$ cat src/rtl/ds_skid_buffer.sv
// ds_skid_buffer
//
// Two-entry skid buffer for the DataStream valid/ready interface. Both
// directions are registered: o_dat/o_val come from the output register, and
// i_rdy comes straight from the skid-valid flop, so there is no
// combinational path from o_rdy to i_rdy. Throughput is one word per clock,
// and latency is one cycle.
//
// Optional feature (macro DS_SKID_BUFFER_STAT_EN):
//   Adds the stall_cnt port. This saturating counter counts the clock edges
//   on which o_val=1 and o_rdy=0. When the macro is undefined, neither the
//   port nor the counter exists. The data path is the same in both builds.
//
// Ports:
//   clk        in   clock
//   reset_n    in   asynchronous active-low reset
//   i_dat      in   [WIDTH]       input data
//   i_val      in                 input valid
//   i_rdy      out                input ready (registered, = ~skd_val)
//   o_dat      out  [WIDTH]       output data (registered)
//   o_val      out                output valid (registered)
//   o_rdy      in                 output ready
//   stall_cnt  out  [STAT_WIDTH]  stall counter (DS_SKID_BUFFER_STAT_EN only)
//
// State is the pair {out_val, skd_val}:
//   state | meaning
//   ------+-------------------------------------------------------------
//   EMPTY | 00: nothing held. A valid input loads the output register.
//   HALF  | 10: one word in the output register; skid register is free.
//   FULL  | 11: output word stalled plus one overflow word; i_rdy=0.
//   (01)  | unreachable; decoded as a recovery back to EMPTY.

module ds_skid_buffer #(
    parameter int WIDTH      = 8,
    parameter int STAT_WIDTH = 16
) (
    input  logic                  clk,
    input  logic                  reset_n,
    input  logic [WIDTH-1:0]      i_dat,
    input  logic                  i_val,
    output logic                  i_rdy,
    output logic [WIDTH-1:0]      o_dat,
    output logic                  o_val,
    input  logic                  o_rdy
`ifdef DS_SKID_BUFFER_STAT_EN
    ,
    output logic [STAT_WIDTH-1:0] stall_cnt
`endif
);

    localparam logic [1:0] ST_EMPTY = 2'b00;
    localparam logic [1:0] ST_HALF  = 2'b10;
    localparam logic [1:0] ST_FULL  = 2'b11;

    logic [WIDTH-1:0] out_dat_q, out_dat_d;
    logic             out_val_q, out_val_d;
    logic [WIDTH-1:0] skd_dat_q, skd_dat_d;
    logic             skd_val_q, skd_val_d;
    logic [1:0]       state;

    assign state = {out_val_q, skd_val_q};

    always_comb begin
        out_dat_d = out_dat_q;
        out_val_d = out_val_q;
        skd_dat_d = skd_dat_q;
        skd_val_d = skd_val_q;
        case (state)
            ST_EMPTY: begin
                if (i_val) begin
                    out_dat_d = i_dat;
                    out_val_d = 1'b1;
                end
            end
            ST_HALF: begin
                if (i_val && o_rdy) begin
                    // streaming: replace the departing word, no bubble
                    out_dat_d = i_dat;
                end else if (i_val && !o_rdy) begin
                    // i_rdy was already 1 this cycle, so park the word
                    skd_dat_d = i_dat;
                    skd_val_d = 1'b1;
                end else if (!i_val && o_rdy) begin
                    out_val_d = 1'b0;
                end
            end
            ST_FULL: begin
                // input side is closed here; i_val/i_dat are ignored
                if (o_rdy) begin
                    out_dat_d = skd_dat_q;
                    skd_val_d = 1'b0;
                end
            end
            default: begin
                out_val_d = 1'b0;
                skd_val_d = 1'b0;
            end
        endcase
    end

    always_ff @(posedge clk or negedge reset_n) begin
        if (!reset_n) begin
            out_dat_q <= '0;
            out_val_q <= 1'b0;
            skd_dat_q <= '0;
            skd_val_q <= 1'b0;
        end else begin
            out_dat_q <= out_dat_d;
            out_val_q <= out_val_d;
            skd_dat_q <= skd_dat_d;
            skd_val_q <= skd_val_d;
        end
    end

    assign o_dat = out_dat_q;
    assign o_val = out_val_q;
    assign i_rdy = ~skd_val_q;

`ifdef DS_SKID_BUFFER_STAT_EN
    logic [STAT_WIDTH-1:0] stall_cnt_q, stall_cnt_d;

    always_comb begin
        stall_cnt_d = stall_cnt_q;
        // saturate at all-ones, never wrap
        if (out_val_q && !o_rdy && (stall_cnt_q != {STAT_WIDTH{1'b1}})) begin
            stall_cnt_d = stall_cnt_q + STAT_WIDTH'(1);
        end
    end

    always_ff @(posedge clk or negedge reset_n) begin
        if (!reset_n) begin
            stall_cnt_q <= '0;
        end else begin
            stall_cnt_q <= stall_cnt_d;
        end
    end

    assign stall_cnt = stall_cnt_q;
`endif

endmodule
$ cat config.mk
export PLATFORM = sky130hd
export DESIGN_NAME = ds_skid_buffer
export DESIGN_NICKNAME = d
export VERILOG_FILES = /design/src/rtl/ds_skid_buffer.sv
export SDC_FILE = /design/constraint.sdc
export NUM_CORES = 1
export LEC_CHECK = 0
export CAP_MARGIN = 5
export CORE_UTILIZATION = 45
export DETAILED_ROUTE_END_ITERATION = 8
export PLACE_DENSITY = 0.79
export SYNTH_ARGS = -nofsm -noshare
export SYNTH_HDL_FRONTEND = slang
export SYNTH_SLANG_ARGS = --single-unit
$ cat constraint.sdc
create_clock -name clk -period 2 [get_ports clk]
set_clock_uncertainty 0.05 [all_clocks]
set_input_delay 0.5 -clock clk [delete_from_list [all_inputs] [get_ports clk]]
set_output_delay 0.5 -clock clk [all_outputs]
set_load 0.03 [all_outputs]
==> results.ini <==
[floorplan]
rows=14
die_x_um=44.2
initial_core_util_pct=50.9
ios=22
dieArea_um2=1950
die_h_um=44.2
core_area_um2=1580

[global_routing]
grt_pass1_wl_mm=2.41
grt_pass1_vias=560
grt_util_all_layers_pct=17.0
grt_max_degree=19
antenna_found_initial=0
grt-ovfl-total=0

[clocking]
ctsHtreeMaxLevel=1
path_clk_slew_ns=0.10
postCtsSetupRepairBufs=0
numCtsBuffers=3
clock-sinks=18
cts_buffer_depth=2
clock_latency_ns=0.28
clockRootBuffer=clkbuf_4
cts_tree=built

[synth]
synth.distinct_cells=12
synth_most_common_cell=mux2_2
synthesis.area_um2=802
synth-seq-cells=18
synth_seq_area_share_pct=56.2
ys_warn_count=0
synth_area_leaders=dfrtp_1 (56%), mux2_2 (34%), a211oi_4 (2.5%), nor2_4 (1.4%), inv_1 (0.94%)
synth_top_area_share_pct=56.2
ys_async_sr_fraction_pct=100
yosys.area.top_type=dfrtp_1
avgSynthCellArea_um2=14.9
synthFlopType=dfrtp_1
syn_inst=54
syn_nets=66
synth-edff-count=0
yosys-top-cells-count=mux2_2 (24), dfrtp_1 (18), inv_1 (2), nor2_1 (2)

[critical_path]
crit_path_top_delay_cell=clkdlybuf4s50_1
cp-endpoint=o_dat[2]
worstPathBufferInverterCount=1
rrSetupSlack_ns=0.42
endpoint_kind=output pin
cp_max_fo=2
r2r_cells=3
regToRegEndpoint=skd_dat_q[6]
worst_setup_path_start_kind=flop
crit_required_ns=1.45
crit_family=buffers and inverters
max_stage_delay_ns=0.67
arrival_ns=1.32
crit_start=o_dat[2]
reg2reg_from=o_val
path_depth=1
worstPathCellList=clkdlybuf4s50_1
path_class=flop to output pin

[run_status]
outcome=finished, final reports clean

[detailed_routing]
routed_wirelength_mm=1.38
wl_per_cell_um=14.0
via_count=506
drc_errors=0
via_per_inst=5.16
first_iter_violations=4
ant_nets=0
firstDrtPassIters=6

[timing]
holdWs_ns=0.464
slew_headroom_pct=79.1
fmax_mhz=535
min_period_over_period_pct=93.4
worst_slew_pin_slew_ns=0.313
hold_viol=0
drv_slew=0
finalCriticalPeriod_ns=1.87
finalSetupViolCount=0
rsz0062_at_grt=no

[hold_path]
hp-class=flop to flop
hold_start=o_dat[1]

[job]
cap_violations=0

[place]
dp_hpwl_mm=1.01
gp_congestion=0.652
port_buffers=21
dp.cells=94

[finish]
antenna_cells=0
area_delta_synth_final_pct=35.7
final_cells=98
drive_gt1_share_pct=41.5
fin_nets=95

[power_and_ir_drop]
p_leak_nw=0.457
power_mw=1.11
worst_ir_drop_vdd_mv=0.675
pwr_density_cell_nw_per_um2=1020

-- sequential cells by signal, summed over array words and instances (netlist names) --
register and flops:
o_dat 8, skd_val_q 1, o_val 1, skd_dat_q 8
-- worst register-to-register path, cell delays in order, from the launching register on --
cell,delay (ns)
dfrtp_1,0.48
or2b_1,0.31
nor2_4,0.26
mux2_2,0.37
-- area by class of cell --
type	instances	area (um^2)
repair buffers	24	230
clock buffers	4	36.3
flip-flops and latches	18	450
well taps	16	20.0
inverters	2	7.51
multi-input cells	34	344
fillers	124	488
-- routing by layer --
| layer | routed length [um] | track usage [%] | up-vias |
|---|---|---|---|
| met4 | 4 | 7.27 | 0 |
| li1 | - | - | 246 |
| met1 | 652 | 22.3 | 245 |
| met5 | 0 | 0 | - |
| met2 | 656 | 28.2 | 13 |
| met3 | 62 | 2.45 | 2 |
-- through the flow --
stage          instance area, um^2  setup WS, ns  TNS (ns)  util (%)
6_report                      1090         0.132         0      69.0
5_1_grt                       1090        0.0765         0      69.0
4_1_cts                       1090         0.114         0      69.0
3_5_place_dp                  1050       -0.0277    -0.129      66.9
3_3_place_gp                  1050       0.00893         0      66.9
2_1_floorplan                  802         0.351         0         -
-- repair_timing --
item | in CTS | in global routing
gates resized for setup | 2 | 0
endpoints found under the hold margin | 0 | 0
hold buffers | 0 | 0
setup endpoints to repair | 2 | 0
-- power by group --
| part | internal (mW) | total (mW) | leakage [nW] | switching [mW] |
|---|---|---|---|---|
| combinational | 0.201 | 0.381 | 0.224 | 0.179 |
| sequential | 0.456 | 0.506 | 0.213 | 0.0501 |
| clock | 0.111 | 0.221 | 0.0210 | 0.110 |
-- layout by cell type (no fill, tap or decap) --
cell             count
clkdlybuf4s50_1     19
mux2_2              24
nor2b_1              1
nor2_4               1
inv_1                2
clkbuf_4             3
nor2_1               2
nand2_1              1
dfrtp_1             18
o21ai_0              1
nand2_2              1
or2b_1               1
a211oi_4             1
clkbuf_8             1
nand2b_1             1
buf_4                3
dlygate4sd2_1        2
-- how the worst min path moves through the flow --
stage	to	slack, ns	cells past startpoint
finish	o_dat[1]	0.46	1
CTS	o_dat[1]	0.47	1
global route	o_dat[1]	0.48	1
detailed placement	skd_dat_q[3]	0.45	1
floorplan	o_dat[0]	0.15	0
global placement	skd_dat_q[2]	0.44	1
-- cell families after synthesis --
family / synth area share (%)
compound gates: 3.12
buf+inv: 0.936
flops: 56.2
mux: 33.7
simple gates: 6.09
(Power assumes the default switching activity.)
